--- config.mk ---
export PLATFORM = sky130hd
export DESIGN_NAME = div32
export DESIGN_NICKNAME = d
export VERILOG_FILES = /design/src/rtl/div32.sv
export SDC_FILE = /design/constraint.sdc
export NUM_CORES = 1
export LEC_CHECK = 0
export BUFFER_PORTS_ARGS = -buffer_cell sky130_fd_sc_hd__buf_2
export CORE_AREA = 8 8 198 200
export CTS_CLUSTER_SIZE = 28
export DETAILED_ROUTE_END_ITERATION = 16
export DIE_AREA = 0 0 206 208
export PLACE_DENSITY_LB_ADDON = 0.12
export SYNTH_ARGS = -nofsm -noshare
export SYNTH_HDL_FRONTEND = slang
export SYNTH_SLANG_ARGS = --single-unit
--- constraint.sdc ---
create_clock -name clock -period 4 [get_ports clock]
set_input_delay 0 -clock clock [delete_from_list [all_inputs] [get_ports clock]]
set_output_delay 0 -clock clock [all_outputs]
set_load 0.05 [all_outputs]
--- src/rtl/div32.sv ---
// ---------------------------------------------------------------------------
// div32 -- iterative 32-bit divider for MIPS DIV / DIVU
//
// Purpose:
//   Computes quotient (LO) and remainder (HI) with one restoring-division
//   step per clock. Latency is fixed and does not depend on the operands:
//   done is high in the cycle that begins 33 rising edges after the accept
//   edge.
//
// Ports:
//   clock       in   single clock, rising-edge active
//   reset_n     in   synchronous active-low reset
//   start       in   division request, honoured only when idle
//   is_signed   in   1 = DIV (signed), 0 = DIVU; sampled with start
//   dividend    in   [31:0] numerator (rs); sampled with start
//   divisor     in   [31:0] denominator (rt); sampled with start
//   busy        out  high from the accept edge until done rises
//   done        out  one-cycle pulse when the results are valid
//   quotient    out  [31:0] LO result, held until the next done or reset
//   remainder   out  [31:0] HI result, held until the next done or reset
//   div_by_zero out  sampled divisor was zero; valid with done
// ---------------------------------------------------------------------------
module div32 (
  input  logic        clock,
  input  logic        reset_n,
  input  logic        start,
  input  logic        is_signed,
  input  logic [31:0] dividend,
  input  logic [31:0] divisor,
  output logic        busy,
  output logic        done,
  output logic [31:0] quotient,
  output logic [31:0] remainder,
  output logic        div_by_zero
);

  typedef enum logic [1:0] {IDLE, RUN, FINISH} state_t;

  state_t      state_q, state_d;
  logic [5:0]  cnt_q, cnt_d;
  logic        sign_a_q, sign_a_d;
  logic        sign_b_q, sign_b_d;
  logic [31:0] dvd_q, dvd_d;
  logic [31:0] dsr_q, dsr_d;
  logic [31:0] rem_q, rem_d;
  logic        busy_q, busy_d;
  logic        done_q, done_d;
  logic [31:0] quo_out_q, quo_out_d;
  logic [31:0] rem_out_q, rem_out_d;
  logic        dbz_q, dbz_d;

  logic [32:0] shifted;
  logic [32:0] diff;

  // Next-state and datapath logic.
  // The operand signs are captured already masked by is_signed, so unsigned
  // operations simply see both signs as zero and no separate mode flop is
  // needed. dvd_q doubles as the quotient shift register: dividend bits leave
  // at the top while quotient bits enter at the bottom.
  always_comb begin
    state_d   = state_q;
    cnt_d     = cnt_q;
    sign_a_d  = sign_a_q;
    sign_b_d  = sign_b_q;
    dvd_d     = dvd_q;
    dsr_d     = dsr_q;
    rem_d     = rem_q;
    busy_d    = busy_q;
    done_d    = 1'b0;
    quo_out_d = quo_out_q;
    rem_out_d = rem_out_q;
    dbz_d     = dbz_q;

    shifted = {rem_q, dvd_q[31]};
    diff    = shifted - {1'b0, dsr_q};

    case (state_q)
      IDLE: begin
        // done_q still high means this is the done cycle; a start seen here
        // belongs to the next cycle, so it is not accepted yet.
        if (start && !done_q) begin
          state_d  = RUN;
          busy_d   = 1'b1;
          cnt_d    = 6'd0;
          sign_a_d = is_signed & dividend[31];
          sign_b_d = is_signed & divisor[31];
          dvd_d    = (is_signed & dividend[31]) ? -dividend : dividend;
          dsr_d    = (is_signed & divisor[31])  ? -divisor  : divisor;
          rem_d    = 32'd0;
        end
      end

      RUN: begin
        // With a zero divisor both branches keep shifted[31:0], so after 32
        // steps rem_q holds the dividend magnitude, which FINISH re-signs
        // into the raw dividend.
        if (!diff[32]) begin
          rem_d = diff[31:0];
        end else begin
          rem_d = shifted[31:0];
        end
        dvd_d = {dvd_q[30:0], ~diff[32]};
        cnt_d = cnt_q + 6'd1;
        if (cnt_q == 6'd31) begin
          state_d = FINISH;
        end
      end

      FINISH: begin
        state_d   = IDLE;
        busy_d    = 1'b0;
        done_d    = 1'b1;
        dbz_d     = (dsr_q == 32'd0);
        rem_out_d = sign_a_q ? -rem_q : rem_q;
        if (dsr_q == 32'd0) begin
          quo_out_d = 32'hFFFF_FFFF;
        end else begin
          // 0x80000000 / -1 wraps back to 0x80000000 here, as required.
          quo_out_d = (sign_a_q ^ sign_b_q) ? -dvd_q : dvd_q;
        end
      end

      default: begin
        state_d = IDLE;
        busy_d  = 1'b0;
      end
    endcase
  end

  // State register; reset wins over any request on the same edge and
  // abandons an operation in flight without a done pulse.
  always_ff @(posedge clock) begin
    if (!reset_n) begin
      state_q   <= IDLE;
      cnt_q     <= 6'd0;
      sign_a_q  <= 1'b0;
      sign_b_q  <= 1'b0;
      dvd_q     <= 32'd0;
      dsr_q     <= 32'd0;
      rem_q     <= 32'd0;
      busy_q    <= 1'b0;
      done_q    <= 1'b0;
      quo_out_q <= 32'd0;
      rem_out_q <= 32'd0;
      dbz_q     <= 1'b0;
    end else begin
      state_q   <= state_d;
      cnt_q     <= cnt_d;
      sign_a_q  <= sign_a_d;
      sign_b_q  <= sign_b_d;
      dvd_q     <= dvd_d;
      dsr_q     <= dsr_d;
      rem_q     <= rem_d;
      busy_q    <= busy_d;
      done_q    <= done_d;
      quo_out_q <= quo_out_d;
      rem_out_q <= rem_out_d;
      dbz_q     <= dbz_d;
    end
  end

  assign busy        = busy_q;
  assign done        = done_q;
  assign quotient    = quo_out_q;
  assign remainder   = rem_out_q;
  assign div_by_zero = dbz_q;

endmodule

==> results.py, run 1 <==
metrics = {
    "synthesis": {
        "synthAdderAreaFrac": 0.0452,
        "syn_avg_cell_area_um2": 7.92,
        "syn_nets": 1454,
        "synth_xor_area_frac": 0.114,
        "synth_top_family_by_area": "compound AO/OA/AOI/OAI gates",
        "syn-instance-count": 1348,
        "yosysSeqAreaShare": 0.324,
        "ys_types": 70,
        "synth_edf_count": 0,
        "synth-compound-area-share": 0.260,
        "ys.flop_type": "dfxtp_1",
        "syn_area_mm2": 0.0107,
        "yosys.area_share.simple": 0.178,
        "synth_mux_area_frac": 0.0285,
        "synth_seq_cells": 173,
        "async_flop_share": 0,
        "yosysWarnings": 0,
    },
    "timing": {
        "drv_slew": 0,
        "rsz0062_at_grt": "false",
        "fmax_mhz": 288,
        "holdWs_ns": 0.0191,
        "clock_skew_ns": 0.0125,
        "fin_crit_sh": 0.867,
        "period_minus_slack_ns": 3.47,
        "worst_pin_slew_ns": 1.06,
        "hold_viol": 0,
        "max-slew-margin-rel": 0.292,
        "setup_viol": 0,
        "tns_ns": 0,
    },
    "cells_and_area": {
        "final_common_cell": "dfxtp_1",
        "fin_nets": 1595,
        "layout.cells.most_common_list": "173 x dfxtp_1, 134 x buf_2, 127 x nand2_1",
        "synthToLayoutAreaGrowth_pct": 20.4,
        "layout-drive-gt1-share": 0.140,
    },
    "setup_path": {
        "crit_arrival_ns": 3.83,
        "worstPathRequired_ns": 4.36,
        "cp-start-kind": "flop",
        "endpoint_kind": "flop",
        "worstSetupPathType": "reg2reg",
        "startpoint": "dvd_q[31]",
        "timing.rr.start": "dvd_q[31]",
        "crit_fanout": 34,
    },
    "global_route": {
        "grt_pass1_vias": 9807,
        "grt_usage": 0.158,
        "grt-busiest-layer": "met2",
        "antenna_found_initial": 3,
        "overflow": 0,
        "met3_usage": 0.0273,
        "grt_util_met1": 0.216,
        "grt_max_degree": 69,
        "grt_first_pass_wirelength_um": 54700,
        "grt_use_met2": 0.255,
    },
    "floorplan": {
        "rows": 70,
        "fp.dieArea_mm2": 0.0428,
        "fp.dieH_um": 208,
        "die_w_um": 206,
        "io-pin-count": 135,
        "start_util": 0.296,
        "core_mm2": 0.0361,
    },
    "worst_hold_path": {
        "min_from": "divisor[2]",
        "hp-class": "in2reg",
    },
    "clock_tree": {
        "post_cts_buffers": 0,
        "numCtsBuffers": 17,
        "path_clk_slew_ns": 0.08,
        "cts_buffer_depth": 2,
        "htree_levels": 4,
        "cts_tree": "yes",
        "cts-root-buf": "clkbuf_16",
        "clock_sinks": 173,
        "clk-insertion-delay-late_ns": 0.44,
    },
    "power_and_ir_drop": {
        "p_sw_frac": 0.320,
        "power_frac_clock": 0.387,
        "p_sw_mw": 1.40,
        "cellLeakagePower_nw": 5.22,
        "power.density_mw_per_mm2": 340,
        "combPwrFrac": 0.191,
        "power.share.sequential": 0.422,
        "intPower_mw": 2.98,
        "irDropWorstVdd_mv": 0.250,
    },
    "drt": {
        "dr_total_vias": 9974,
        "wl_per_cell_um": 17.4,
        "antenna_left": 0,
        "drt_iter0_drc": 612,
        "firstDrtPassIters": 5,
        "wirelength_um": 34200,
        "vias_per_cell": 5.06,
        "drc_errors": 0,
    },
    "place": {
        "port_buffers": 134,
        "gp_congestion": 0.831,
        "dp_hpwl_um": 25100,
    },
    "run": {
        "maxCapViolCount": 0,
    },
    "run_status": {
        "status": "completed",
    },
}
cells by family (layout without fill, tap and decap cells):
group | count (synthesis) | in the layout
flip-flops | 173 | 173
multiplexers | 30 | 30
AND/OR/NAND/NOR | 397 | 397
other | 0 | 2
adder cells (fa/ha/maj) | 38 | 38
XOR/XNOR | 137 | 137
AO/OA/AOI/OAI | 438 | 438
buffers and inverters | 135 | 289
power groups by stage:
| stage | sequential (mW) | clock, mW | combinational (mW) |
|---|---|---|---|
| global route | 1.86 | 1.81 | 0.931 |
| detailed placement | 1.89 | 0 | 0.801 |
| CTS | 1.85 | 1.75 | 0.843 |
| finish | 1.85 | 1.69 | 0.836 |
| floorplan | 1.87 | 0 | 0.570 |
| global placement | 1.89 | 0 | 0.802 |
final cells by class:
cell class	instances	area (um2)
flip-flops and latches	173	3460
fillers	3874	23200
diodes	2	5.00
clock inverters	14	139
well taps	468	586
clock buffers	18	439
repair buffers	198	1300
inverters	59	221
multi-input cells	1040	6710
flip-flops by register name (all words and copies together), names as in the netlist:
signal,flops
dvd_q,32
remainder,32
busy,1
dsr_q,32
rem_q,32
done,1
state_q,2
cnt_q,6
sign_b_q,1
sign_a_q,1
div_by_zero,1
quotient,32
per-layer routing:
layer | part of all wire | routed length [um]
met4 | 0.011 | 376
met2 | 0.45 | 15500
met1 | 0.50 | 17000
met3 | 0.040 | 1370
met5 | 0 | 0
synthesized netlist by cell type, types with 8 or more instances:
library cell	n	area [um2]
nor2b_1	8	50.1
nand3_1	13	65.1
nor2_1	117	439
a22oi_1	16	120
nand2b_1	13	81.3
a21oi_1	126	631
and3_1	12	75.1
nand4_1	11	68.8
mux2i_1	27	270
and2_1	15	93.8
o21ai_0	98	490
a21o_1	10	75.1
nand2_1	127	477
clkbuf_1	67	251
a221oi_1	17	149
dfxtp_1	173	3460
xor2_1	62	543
or3_1	13	81.3
or4_1	8	60.1
o21ai_1	32	160
o211a_1	14	140
inv_1	59	221
ha_1	37	463
o31ai_1	18	135
a31oi_1	11	68.8
nor3_1	23	115
o41ai_1	11	96.3
xnor2_1	74	648
nor4_1	16	100
a211oi_1	33	248
worst max-delay path, stage by stage (launching register included):
cell and delay [ns]:
dfxtp_1 0.38, inv_1 0.07, ha_1 0.21, fa_1 0.44, nor2b_4 0.14, o31a_1 0.21
o31a_1 0.24, o21ai_2 0.10, o41ai_2 0.42, a311o_2 0.30, xor2_4 0.17, buf_12 0.26
mux2_2 0.37, o211ai_1 0.07
timing repair:
action / in CTS / in global routing
hold endpoints to repair: 47 / 0
hold buffers: 48 / 0
setup endpoints to repair: 0 / 0
gates resized for setup: 0 / 0
worst paths after layout:
kind                                       to  slack [ns]  cells past startpoint
worst max register to register      rem_q[29]        0.53                     13
worst min register to register  remainder[26]        0.46                      2
worst min-delay path                 dsr_q[2]        0.02                      3
worst max-delay path                rem_q[29]        0.53                     13
through the flow:
| stage | util | total power, mW | instances | area [um2] | setup slack, ns |
|---|---|---|---|---|---|
| 4_1_cts | 0.356 | 4.44 | 1970 | 12900 | 0.524 |
| 3_3_place_gp | 0.327 | 2.69 | 1890 | 11800 | 0.600 |
| 3_5_place_dp | 0.327 | 2.69 | 1890 | 11800 | 0.561 |
| 6_report | 0.356 | 4.38 | 1972 | 12900 | 0.533 |
| 5_1_grt | 0.356 | 4.60 | 1972 | 12900 | 0.344 |
| 2_1_floorplan | - | 2.44 | 1348 | 10700 | 0.962 |
Power figures use the tool's default switching activity.
==> run 2: changes to the inputs <==
==> constraint.sdc (replaced) <==
create_clock -name clock -period 4 [get_ports clock]
set_input_delay 0.4 -clock clock [delete_from_list [all_inputs] [get_ports clock]]
set_output_delay 0.4 -clock clock [all_outputs]
set_load 0.05 [all_outputs]
==> results.py, run 2 (synthesis gave the netlist of run 1 again) <==
metrics = {
    "setup_path": {
        "worstSetupPathType": "reg2reg",
        "crit_fanout": 34,
        "endpoint_kind": "flop",
        "r2r_cells": 13,
        "crit_arrival_ns": 3.77,
        "worstPathRequired_ns": 4.36,
        "cp-start-kind": "flop",
    },
    "clock_tree": {
        "cts_tree": "yes",
        "clk-insertion-delay-late_ns": 0.44,
        "numCtsBuffers": 17,
        "htree_levels": 4,
        "cts-root-buf": "clkbuf_16",
        "cts_resized": 0,
        "path_clk_slew_ns": 0.07,
        "postCtsHoldBufs": 0,
        "post_cts_buffers": 0,
        "clock_sinks": 173,
        "cts_buffer_depth": 2,
    },
    "global_route": {
        "grt_max_degree": 69,
        "grt_first_pass_wirelength_um": 53600,
        "overflow": 0,
        "antenna_found_initial": 12,
        "grt_pass1_vias": 9469,
        "grt_usage": 0.155,
    },
    "floorplan": {
        "io-pin-count": 135,
        "die_w_um": 206,
        "core_mm2": 0.0361,
        "start_util": 0.296,
        "fp.dieH_um": 208,
        "fp.dieArea_mm2": 0.0428,
        "rows": 70,
    },
    "cells_and_area": {
        "fillCellCount": 3864,
        "synthToLayoutAreaGrowth_pct": 16.0,
        "layout.cells.most_common_list": "173 x dfxtp_1, 134 x buf_2, 127 x nand2_1",
        "layout-drive-gt1-share": 0.146,
        "final_area_mm2": 0.0124,
        "multi_input_area_mm2": 0.00671,
        "regArea_mm2": 0.00346,
        "final_common_cell": "dfxtp_1",
        "fin_nets": 1549,
    },
    "timing": {
        "fmax_mhz": 293,
        "setup_viol": 0,
        "hold_viol": 0,
        "tns_ns": 0,
        "clock_skew_ns": 0.0127,
        "period_minus_slack_ns": 3.42,
        "rsz0062_at_grt": "false",
        "drv_slew": 0,
        "max-slew-margin-rel": 0.287,
        "fin_crit_sh": 0.854,
        "worst_pin_slew_ns": 1.07,
    },
    "drt": {
        "vias_per_cell": 5.07,
        "wirelength_um": 33800,
        "drc_errors": 0,
        "wl_per_cell_um": 17.6,
        "dr_total_vias": 9751,
        "drt_iter0_drc": 579,
        "antenna_left": 0,
        "firstDrtPassIters": 5,
    },
    "power_and_ir_drop": {
        "power.density_mw_per_mm2": 349,
        "cellLeakagePower_nw": 5.02,
        "irDropWorstVdd_mv": 0.223,
    },
    "place": {
        "dp_hpwl_um": 25300,
        "gp_congestion": 0.834,
        "port_buffers": 134,
        "placed_area_mm2": 0.0118,
    },
    "run": {
        "maxCapViolCount": 0,
    },
    "worst_hold_path": {
        "hold_depth": 3,
        "hp-class": "in2reg",
    },
    "run_status": {
        "status": "completed",
    },
}
==> run 2: final cells by class <==
type	instances	area share
Multi-Input combinational cell	1040	0.542
Sequential cell	173	0.279
Timing Repair Buffer	152	0.0670
Tap cell	468	0.0473
Clock buffer	17	0.0343
Inverter	59	0.0179
Clock inverter	14	0.0119
Antenna cell	2	0.000404
==> run 2: final timing paths <==
check / to / slack, ns / from
setup / recovery: rem_q[29] / 0.58 / dvd_q[31]
hold reg to reg: remainder[0] / 0.46 / remainder[0]
hold / removal: dsr_q[31] / 0.25 / divisor[31]
setup reg to reg: rem_q[29] / 0.58 / dvd_q[31]
==> run 2: where the power goes <==
group	switching [mW]	internal [mW]	leakage (nW)
sequential	0.0644	1.78	1.41
clock	0.800	0.881	0.274
combinational	0.483	0.313	3.34
total	1.35	2.98	5.02
==> run 2: metal layers <==
metal,vias up,global-route usage,share of wire
li1,5030,-,-
met1,4443,0.208,0.48
met2,214,0.243,0.45
met3,48,0.0374,0.050
met4,16,0.0431,0.018
met5,-,0,0.0030
==> run 2: worst max-delay path, stage by stage, from the launching register on <==
cell      delay [ns]
dfxtp_1         0.36
inv_1           0.08
ha_1            0.22
fa_1            0.44
nor2b_4         0.14
o31a_1          0.20
o31a_1          0.23
o21ai_2         0.10
o41ai_2         0.39
a311o_2         0.29
xor2_4          0.17
buf_12          0.27
mux2_2          0.37
o211ai_1        0.07
==> run 2: per-stage QoR <==
step	power (mW)	setup slack (ns)	hold WS [ns]	util	instances
6_report	4.32	0.584	0.252	0.343	1925
5_1_grt	4.56	0.390	0.245	0.343	1924
4_1_cts	4.38	0.531	0.233	0.343	1923
3_5_place_dp	2.69	0.574	0.448	0.327	1892
3_3_place_gp	2.69	0.593	0.444	0.327	1892
2_1_floorplan	2.44	0.962	0.457	-	1348
